### config.mk
export PLATFORM = sky130hd
export DESIGN_NAME = lives_manager
export DESIGN_NICKNAME = d
export VERILOG_FILES = /design/src/rtl/lives_pkg.sv /design/src/rtl/lives_channel.sv /design/src/rtl/lives_manager.sv
export SDC_FILE = /design/constraint.sdc
export NUM_CORES = 1
export LEC_CHECK = 0
export CAP_MARGIN = 15
export CORE_MARGIN = 3
export CORE_UTILIZATION = 55
export CTS_BUF_LIST = sky130_fd_sc_hd__clkbuf_16
export CTS_CLUSTER_DIAMETER = 60
export DETAILED_ROUTE_END_ITERATION = 12
export DONT_BUFFER_PORTS = 1
export PLACE_DENSITY = 0.73
export SLEW_MARGIN = 20
export SYNTH_ARGS = -nofsm -noshare
export SYNTH_HDL_FRONTEND = slang
export SYNTH_HIERARCHICAL = 1
export SYNTH_SLANG_ARGS = --single-unit
### constraint.sdc
create_clock -name clk -period 1.5 [get_ports clk]
set_input_delay 0.3 -clock clk [delete_from_list [all_inputs] [get_ports clk]]
set_output_delay 0.3 -clock clk [all_outputs]
set_load 0.005 [all_outputs]
### src/rtl/lives_pkg.sv
// lives_pkg
//   Shared types and helpers for the lives_manager block.
//   - player_state_t : per-player FSM state (ALIVE / INVULN / DEAD)
//   - lives_params_ok: elaboration-time sanity check of the block parameters
//   Optional feature macro used by the block: LIVES_INVULN_EN
package lives_pkg;

   typedef enum logic [1:0] {
      ALIVE  = 2'd0,
      INVULN = 2'd1,
      DEAD   = 2'd2
   } player_state_t;

   function automatic bit lives_params_ok(input int unsigned num_players,
                                          input int unsigned max_lives,
                                          input int unsigned init_lives,
                                          input int unsigned invuln_cycles);
      return (num_players >= 1) && (max_lives >= 1) && (init_lives >= 1) &&
             (init_lives <= max_lives) && (invuln_cycles >= 1);
   endfunction

endpackage

### src/rtl/lives_channel.sv
// lives_channel
//   One player's lives tracker: edge detectors on hit/bonus, saturating life
//   counter, ALIVE/INVULN/DEAD FSM and (optionally) the invulnerability timer.
//   Macro LIVES_INVULN_EN enables the INVULN state, timer and invuln output;
//   without it a non-fatal hit stays ALIVE and invuln is tied low.
// Ports
//   clk, resetN  : clock, asynchronous active-low reset
//   restart      : synchronous new-game request (highest priority)
//   hit, bonus   : level inputs, acted on at their rising edge
//   lives        : current life count
//   invuln, dead : state decodes of the registered FSM
//   died_pulse   : one cycle high on the ALIVE->DEAD transition
//   dead_next    : next-state DEAD flag, lets the parent register game_over
//                  in the same cycle as the final dead bit
module lives_channel
   import lives_pkg::*;
#(
   parameter int unsigned MAX_LIVES     = 7,
   parameter int unsigned INIT_LIVES    = 3,
`ifdef LIVES_INVULN_EN
   parameter int unsigned INVULN_CYCLES = 100,
`endif
   localparam int unsigned LIVES_W      = $clog2(MAX_LIVES + 1)
) (
   input  logic               clk,
   input  logic               resetN,
   input  logic               restart,
   input  logic               hit,
   input  logic               bonus,
   output logic [LIVES_W-1:0] lives,
   output logic               invuln,
   output logic               dead,
   output logic               died_pulse,
   output logic               dead_next
);

`ifdef LIVES_INVULN_EN
   localparam int unsigned TIMER_W = $clog2(INVULN_CYCLES + 1);
   logic [TIMER_W-1:0] timer_q, timer_d;
`endif

   player_state_t      state_q, state_d;
   logic [LIVES_W-1:0] lives_q, lives_d;
   logic               hit_prev_q, hit_prev_d;
   logic               bonus_prev_q, bonus_prev_d;
   logic               died_pulse_q, died_pulse_d;
   logic               hit_edge, bonus_edge;
   logic [LIVES_W-1:0] lives_inc;

   // State register
   always_ff @(posedge clk or negedge resetN) begin
      if (!resetN) begin
         state_q      <= ALIVE;
         lives_q      <= LIVES_W'(INIT_LIVES);
         hit_prev_q   <= 1'b0;
         bonus_prev_q <= 1'b0;
         died_pulse_q <= 1'b0;
`ifdef LIVES_INVULN_EN
         timer_q      <= '0;
`endif
      end else begin
         state_q      <= state_d;
         lives_q      <= lives_d;
         hit_prev_q   <= hit_prev_d;
         bonus_prev_q <= bonus_prev_d;
         died_pulse_q <= died_pulse_d;
`ifdef LIVES_INVULN_EN
         timer_q      <= timer_d;
`endif
      end
   end

   // Next-state logic
   always_comb begin
      state_d      = state_q;
      lives_d      = lives_q;
      died_pulse_d = 1'b0;
      // Prev copies track the raw inputs every cycle, including on restart,
      // so a line held through restart does not fire afterwards.
      hit_prev_d   = hit;
      bonus_prev_d = bonus;
`ifdef LIVES_INVULN_EN
      timer_d      = timer_q;
`endif
      hit_edge     = hit & ~hit_prev_q;
      bonus_edge   = bonus & ~bonus_prev_q;
      lives_inc    = (lives_q < LIVES_W'(MAX_LIVES)) ? lives_q + LIVES_W'(1) : lives_q;

      if (restart) begin
         state_d = ALIVE;
         lives_d = LIVES_W'(INIT_LIVES);
`ifdef LIVES_INVULN_EN
         timer_d = '0;
`endif
      end else begin
         unique case (state_q)
            ALIVE: begin
               if (hit_edge && bonus_edge) begin
                  // Hit and bonus cancel; the hit still counts as non-fatal.
`ifdef LIVES_INVULN_EN
                  state_d = INVULN;
                  timer_d = TIMER_W'(INVULN_CYCLES);
`endif
               end else if (hit_edge) begin
                  if (lives_q <= LIVES_W'(1)) begin
                     lives_d      = '0;
                     state_d      = DEAD;
                     died_pulse_d = 1'b1;
                  end else begin
                     lives_d = lives_q - LIVES_W'(1);
`ifdef LIVES_INVULN_EN
                     state_d = INVULN;
                     timer_d = TIMER_W'(INVULN_CYCLES);
`endif
                  end
               end else if (bonus_edge) begin
                  lives_d = lives_inc;
               end
            end
`ifdef LIVES_INVULN_EN
            INVULN: begin
               if (bonus_edge) begin
                  lives_d = lives_inc;
               end
               timer_d = timer_q - TIMER_W'(1);
               if (timer_q == TIMER_W'(1)) begin
                  state_d = ALIVE;
               end
            end
`endif
            DEAD: begin
               lives_d = '0;
            end
            default: begin
               state_d = ALIVE;
            end
         endcase
      end
   end

   // Output decode
   always_comb begin
      lives      = lives_q;
      dead       = (state_q == DEAD);
      died_pulse = died_pulse_q;
      dead_next  = (state_d == DEAD);
`ifdef LIVES_INVULN_EN
      invuln     = (state_q == INVULN);
`else
      invuln     = 1'b0;
`endif
   end

endmodule

### src/rtl/lives_manager.sv
// lives_manager
//   Multi-player lives tracker for the Bomber Man game core. One lives_channel
//   per player; this level fans out restart, packs the counters and forms the
//   registered game_over flag.
//   Macro LIVES_INVULN_EN enables the post-hit invulnerability window.
// Ports
//   clk, resetN  : clock, asynchronous active-low reset
//   restart      : synchronous new-game request
//   hit, bonus   : per-player event lines (rising-edge detected)
//   lives        : packed counters, player i at [i*LIVES_W +: LIVES_W]
//   invuln       : per-player invulnerability flag
//   dead         : per-player dead flag
//   died_pulse   : per-player one-cycle death pulse
//   game_over    : high while every player is dead
module lives_manager
   import lives_pkg::*;
#(
   parameter int unsigned NUM_PLAYERS   = 2,
   parameter int unsigned MAX_LIVES     = 7,
   parameter int unsigned INIT_LIVES    = 3,
   parameter int unsigned INVULN_CYCLES = 100,
   localparam int unsigned LIVES_W      = $clog2(MAX_LIVES + 1)
) (
   input  logic                           clk,
   input  logic                           resetN,
   input  logic                           restart,
   input  logic [NUM_PLAYERS-1:0]         hit,
   input  logic [NUM_PLAYERS-1:0]         bonus,
   output logic [NUM_PLAYERS*LIVES_W-1:0] lives,
   output logic [NUM_PLAYERS-1:0]         invuln,
   output logic [NUM_PLAYERS-1:0]         dead,
   output logic [NUM_PLAYERS-1:0]         died_pulse,
   output logic                           game_over
);

   if (!lives_params_ok(NUM_PLAYERS, MAX_LIVES, INIT_LIVES, INVULN_CYCLES)) begin : g_param_error
      $error("lives_manager: illegal parameter combination");
   end

   logic [NUM_PLAYERS-1:0] dead_next;
   logic                   game_over_q, game_over_d;

   for (genvar i = 0; i < NUM_PLAYERS; i++) begin : g_ch
      lives_channel #(
         .MAX_LIVES     (MAX_LIVES),
`ifdef LIVES_INVULN_EN
         .INVULN_CYCLES (INVULN_CYCLES),
`endif
         .INIT_LIVES    (INIT_LIVES)
      ) u_channel (
         .clk        (clk),
         .resetN     (resetN),
         .restart    (restart),
         .hit        (hit[i]),
         .bonus      (bonus[i]),
         .lives      (lives[i*LIVES_W +: LIVES_W]),
         .invuln     (invuln[i]),
         .dead       (dead[i]),
         .died_pulse (died_pulse[i]),
         .dead_next  (dead_next[i])
      );
   end

   // Built from next-state so it rises together with the last dead bit.
   always_comb begin
      game_over_d = &dead_next;
   end

   always_ff @(posedge clk or negedge resetN) begin
      if (!resetN) begin
         game_over_q <= 1'b0;
      end else begin
         game_over_q <= game_over_d;
      end
   end

   always_comb begin
      game_over = game_over_q;
   end

endmodule

# After elaboration in Yosys (flattened, before gate mapping)

Cells that the tools add are included.

Register bits after elaboration: 17
Output and inout bits: 13
Logic and storage cells: 80
Input port bits: 7

Order comparisons: 4
Equal/unequal tests: 10
Reduce and logical (&&, ||, !) cells: 9
Add/sub/neg operators: 4
Muxes and demuxes: 34
Bitwise operators: 8

Operators with widths:

| kind                  | number |
|---|---|
| $mux W3               | 12 |
| $mux W2               | 8 |
| $ne A4 B2 Y1 const B  | 4 |
| $pmux W3 S2           | 2 |
| $mux W1               | 10 |
| $eq A2 B2 Y1 const B  | 4 |
| $pmux W2 S2           | 2 |
| $reduce_and A4 Y1     | 2 |
| $add A3 B1 Y3 const B | 2 |
| $le A3 B1 Y1 const B  | 2 |
| $lt A3 B3 Y1 const B  | 2 |
| $ne A3 B3 Y1 const B  | 2 |
| $reduce_bool A3 Y1    | 2 |
| $sub A3 B1 Y3 const B | 2 |
| $and A1 B1 Y1         | 4 |
| $logic_not A2 Y1      | 2 |
| $not A1 Y1            | 4 |
| $logic_and A1 B1 Y1   | 2 |
| $reduce_and A2 Y1     | 1 |

# Logic depth before layout (Yosys ltp)

Depth in word-level cells: 8
Gate-level depth with buffers: 6
Mapped depth without buffers: 6

# Hierarchy

Netlist, hierarchy kept.

Modules (own cells, without submodules):

| module        | area an instance (sq um) | sequential area each (sq um) | cells each | instances |
|---|---|---|---|---|
| lives_channel | 525.5                    | 202.7                        | 52         | 2 |
| lives_manager | 31.3                     | 25.0                         | 2          | 1 |

# Worst setup path before layout

No wires, ideal clock.

Path type: register to register
Start point: register g_ch[0].u_channel.lives_q[1]
End point: register g_ch[0].u_channel.lives_q[0]
Arrival time: 1496 ps
Cell stages (with the launch flop): 7
Required time: 1418 ps
Clock period less this slack: 1578 ps
Library setup time: 82 ps
Slack: -78 ps
Path buffers: 0
Cell sequence: dfstp_2 -> inv_1 -> ha_1 -> o21bai_1 -> a211oi_1 -> o21ai_0 -> a22oi_1

Cells in the longest elaborated chain, start to end: 6
Elaborated cells between the ends (all ways): 9
Classes of those cells: 2 x order compare; 1 x eq/ne; 5 x mux; 1 x reduce/logical

Ends and longest elaborated chain:

| what                   | line                 | text |
|---|---|---|
| from (decl)            | lives_channel.sv:43  | `logic [LIVES_W-1:0] lives_q, lives_d;` |
| from (signal assigned) | lives_channel.sv:54  | `lives_q <= LIVES_W'(INIT_LIVES);` |
| from (signal assigned) | lives_channel.sv:63  | `lives_q <= lives_d;` |
| $le A3 B1 Y1           | lives_channel.sv:105 | `if (lives_q <= LIVES_W'(1)) begin` |
| $mux W3                | lives_channel.sv:105 |  |
| $mux W3                | lives_channel.sv:104 | `end else if (hit_edge) begin` |
| $mux W3                | lives_channel.sv:98  | `if (hit_edge && bonus_edge) begin` |
| $pmux W3 S2            | lives_channel.sv:96  | `unique case (state_q)` |
| $mux W3                | lives_channel.sv:89  | `if (restart) begin` |

Parallel ways exist; a longest one is shown, timed or not. The select of a mux whose other input is x is not followed.
A chain may end at the register's enable or synchronous reset.

# Worst setup path after layout

Start point: register g_ch[1].u_channel.lives_q[0]
End point: register g_ch[1].u_channel.lives_q[2]

Cells in the longest elaborated chain, start to end: 7
Elaborated cells between the ends (all ways): 13
Classes of those cells: 2 x add/sub; 2 x order compare; 1 x eq/ne; 7 x mux; 1 x reduce/logical

Ends and longest elaborated chain:

| what                   | line                 | text |
|---|---|---|
| from (decl)            | lives_channel.sv:43  |  |
| from (signal assigned) | lives_channel.sv:54  |  |
| from (signal assigned) | lives_channel.sv:63  |  |
| $add A3 B1 Y3          | lives_channel.sv:87  | `lives_inc = (lives_q < LIVES_W'(MAX_LIVES)) ? lives_q + LIVES_W'(1) : lives_q;` |
| $mux W3                | lives_channel.sv:87  |  |
| $mux W3                | lives_channel.sv:116 | `end else if (bonus_edge) begin` |
| $mux W3                | lives_channel.sv:104 |  |
| $mux W3                | lives_channel.sv:98  |  |
| $pmux W3 S2            | lives_channel.sv:96  |  |
| $mux W3                | lives_channel.sv:89  |  |

Parallel ways exist; a longest one is shown, timed or not. The select of a mux whose other input is x is not followed.

==> key figures <==
Status
  • Status: finished, violations left
  • Failing checks: negative setup slack

Global route
  • Number of global-route vias before repair: 854
  • First-pass GRT wire length: 4.146 mm
  • GRT Total Usage: 0.2134
  • Pin count of the biggest net entering global routing: 18
  • Overflow after GRT: 0
  • Initial antenna violation count: 0

Critical path
  • CP required: 1.67 ns
  • Crit path kind: reg -> reg
  • R2r startpoint: g_ch[1].u_channel/lives[0]
  • Critical path capture point type: register
  • R2R depth: 5
  • Slowest CP cell: dfstp_2
  • FF-to-FF End: g_ch[1].u_channel/lives[2]
  • CP Max Fanout: 6
  • CP delay by family, top: flip-flops
  • CP arrival: 1.82 ns
  • Critical path's largest stage delay: 0.59 ns
  • Startpoint types: register
  • Worst Path Buf+Inv: 1
  • FF-to-FF setup slack: -0.15 ns
  • CP Cell Sequence: inv_1 -> ha_1 -> mux2_2 -> o32ai_2 -> a31o_1

Worst hold path
  • Worst hold path class: in -> reg
  • HP Start: hit[0]
  • Hold-critical path depth: 0
  • Hold EP: g_ch[0].u_channel/hit_prev_q

Cells and area
  • Diodes inserted: 0
  • P&R area growth vs syn: 28.44%
  • Commonest non-fill, non-tap cell in the layout: buf_4
  • Final instance area: 1390 µm²
  • Most frequent cells in the layout: 14 x buf_4, 13 x dfrtp_1, 6 x nor2_1, 6 x nor3_1
  • Nets@finish: 135
  • Layout cells sized above 1: 0.4380

Timing
  • Headroom to the max-slew limit: 0.4867
  • Tmin final: 1.650 ns
  • Fin Clk Skew: 0.002078 ns
  • Final period util: 1.100
  • Worst-Margin Slew: 0.7675 ns
  • Slew Limit Fails: 0
  • Final setup violation count: 7
  • Final hold violations: 0
  • Worst setup margin: -0.1495 ns
  • RSZ-0062 raised after global routing: true
  • Final hold slack: 0.07747 ns
  • TNS Setup: -0.5896 ns
  • Fmax: 606.2 MHz

Floorplan
  • Initial Util: 0.6070
  • Chip height: 50.36 µm
  • Die area: 2536 µm²
  • Site Rows: 15
  • Core ar.: 1783 µm²
  • I/O pin total: 20
  • Die span in x: 50.36 µm

Placement
  • Routability Congestion: 0.9354
  • Final HPWL from detailed placement: 1.526 mm
  • Placed inst area: 1134 µm²
  • I/O Buffers: 0

Clock tree
  • Num CTS Buffers: 3
  • Clock buffer depth: 2
  • Clk_lat worst skew: 0.25 ns
  • Clock root buffer: clkbuf_16
  • Clock Sinks: 17
  • # H-tree levels: 1
  • CTS clock-pin slew for the worst setup and hold paths: 0.05 ns
  • CTS tree: built

Power and ir drop
  • Leak pwr: 0.6183 nW
  • Max rail drop VDD: 731.0 µV
  • Pwr/cell area: 955.2 nW/µm²

Yosys
  • Top_reg_cell synth: dfrtp_1
  • Post-synthesis sequential area ratio: 0.3977
  • Mean Syn Cell Area: 10.21 µm²
  • Synthesized area: 1082 µm²
  • Multiplexer share of the synthesized area: 0.02081
  • Compound-cell area share of the yosys netlist: 0.1827
  • Post-synth EDFFs: 0
  • Post-synthesis cell count: 106
  • Synth Warn #: 6
  • Synth Area in XOR/XNOR: 0.01618
  • Post-synth cell types: 34
  • Largest family of logic cells by synthesized area: simple AND/OR/NAND/NOR gates
  • Yosys reg bits: 17
  • Simple-gate share of the synthesized area: 0.2116
  • Adder-cell area share of the yosys netlist: 0.06936
  • Async SR Flop Fraction: 1.000

Drt
  • # DRC: 0
  • Initial drt markers: 30
  • WL/cell: 18.01 µm
  • Via count: 887
  • Final wirelength: 2.630 mm
  • DR pass1 iterations: 4
  • Final antenna-violating net count: 0
  • Via/cell ratio: 6.075

Job
  • Max-Cap Viols: 0
timing repair:
action / 4_1_cts / 5_1_grt
hold endpoints to repair: 17 / 0
gates cloned: 0 / 0
hold buffers: 1 / 0
gates resized for setup: 13 / 14
setup endpoints to repair: 8 / 8
setup buffers: 4 / 1
pin swaps: 9 / 9
stage by stage:
stage          cells  setup WS [ns]  utilization  power [mW]
6_report         146        -0.1495       0.7796       1.328
5_1_grt          146        -0.2092       0.7796       1.384
4_1_cts          145       -0.09106       0.7389       1.293
3_5_place_dp     136       -0.09810       0.6358      0.7144
3_3_place_gp     136       -0.04167       0.6358      0.7074
2_1_floorplan    108      0.0002098            -      0.6764
synth_stat cells, types with 4 or more instances:
cell	count	area share
ha_1	6	0.069
buf_4	4	0.028
o211ai_1	4	0.028
nand2_1	4	0.014
or3_1	4	0.023
nor3_1	8	0.037
inv_1	4	0.014
nor2_1	6	0.021
o32ai_1	4	0.032
dfrtp_1	13	0.30
dfstp_2	4	0.097
area by class of cell:
| type | count | area, µm² |
|---|---|---|
| inverter | 6 | 25.02 |
| multi-input combinational | 77 | 686.9 |
| clock buffer | 3 | 75.07 |
| tap | 25 | 31.28 |
| clock inverter | 1 | 3.754 |
| timing repair buffer | 17 | 137.6 |
| sequential | 17 | 430.4 |
| fill | 101 | 392.9 |
cell families (layout without fill, tap and decap cells):
logic type                 Yosys count  in the layout
adders and majority gates            6              6
AOI/OAI and AO/OA                   26             26
xor gates and xnor gates             2              2
and+or+nand+nor                     37             37
buffers and inverters               14             27
muxes                                2              2
DFF                                 17             17
other                                2              4
flip-flops by register name (all words and copies together), names as in the netlist:
register,cells
g_ch.u_channel/died_pulse,2
g_ch.u_channel/bonus_prev_q,2
game_over,1
g_ch.u_channel/state_q,4
g_ch.u_channel/hit_prev_q,2
g_ch.u_channel/lives,6
power by group:
group          total [mW]  internal [mW]  switching (mW)
Combinational       0.277          0.133           0.144
Clock               0.535          0.354           0.181
Sequential          0.515          0.488          0.0272
layer usage:
layer  vias up  GRT usage  part of all wire  wire length [µm]
met5         -          0                 0                 0
met4         0    0.08072             0.010                27
met3         4    0.07418             0.093               244
met2        50     0.3109              0.43              1136
met1       419     0.2900              0.46              1221
li1        414          -                 -                 -
how the worst max path moves through the flow:
stage                               start                    endpoint  slack, ns  depth (start not counted)
3_3_place_gp   g_ch[0].u_channel/lives[1]  g_ch[0].u_channel/lives[2]      -0.04                          5
6_report       g_ch[1].u_channel/lives[0]  g_ch[1].u_channel/lives[2]      -0.15                          5
2_1_floorplan  g_ch[0].u_channel/lives[1]                   game_over     0.0002                          6
5_1_grt        g_ch[0].u_channel/lives[1]  g_ch[0].u_channel/lives[0]      -0.21                          6
3_5_place_dp   g_ch[1].u_channel/lives[1]  g_ch[1].u_channel/lives[0]       -0.1                          6
4_1_cts        g_ch[1].u_channel/lives[1]  g_ch[1].u_channel/lives[0]      -0.09                          6
(Power assumes the default switching activity.)
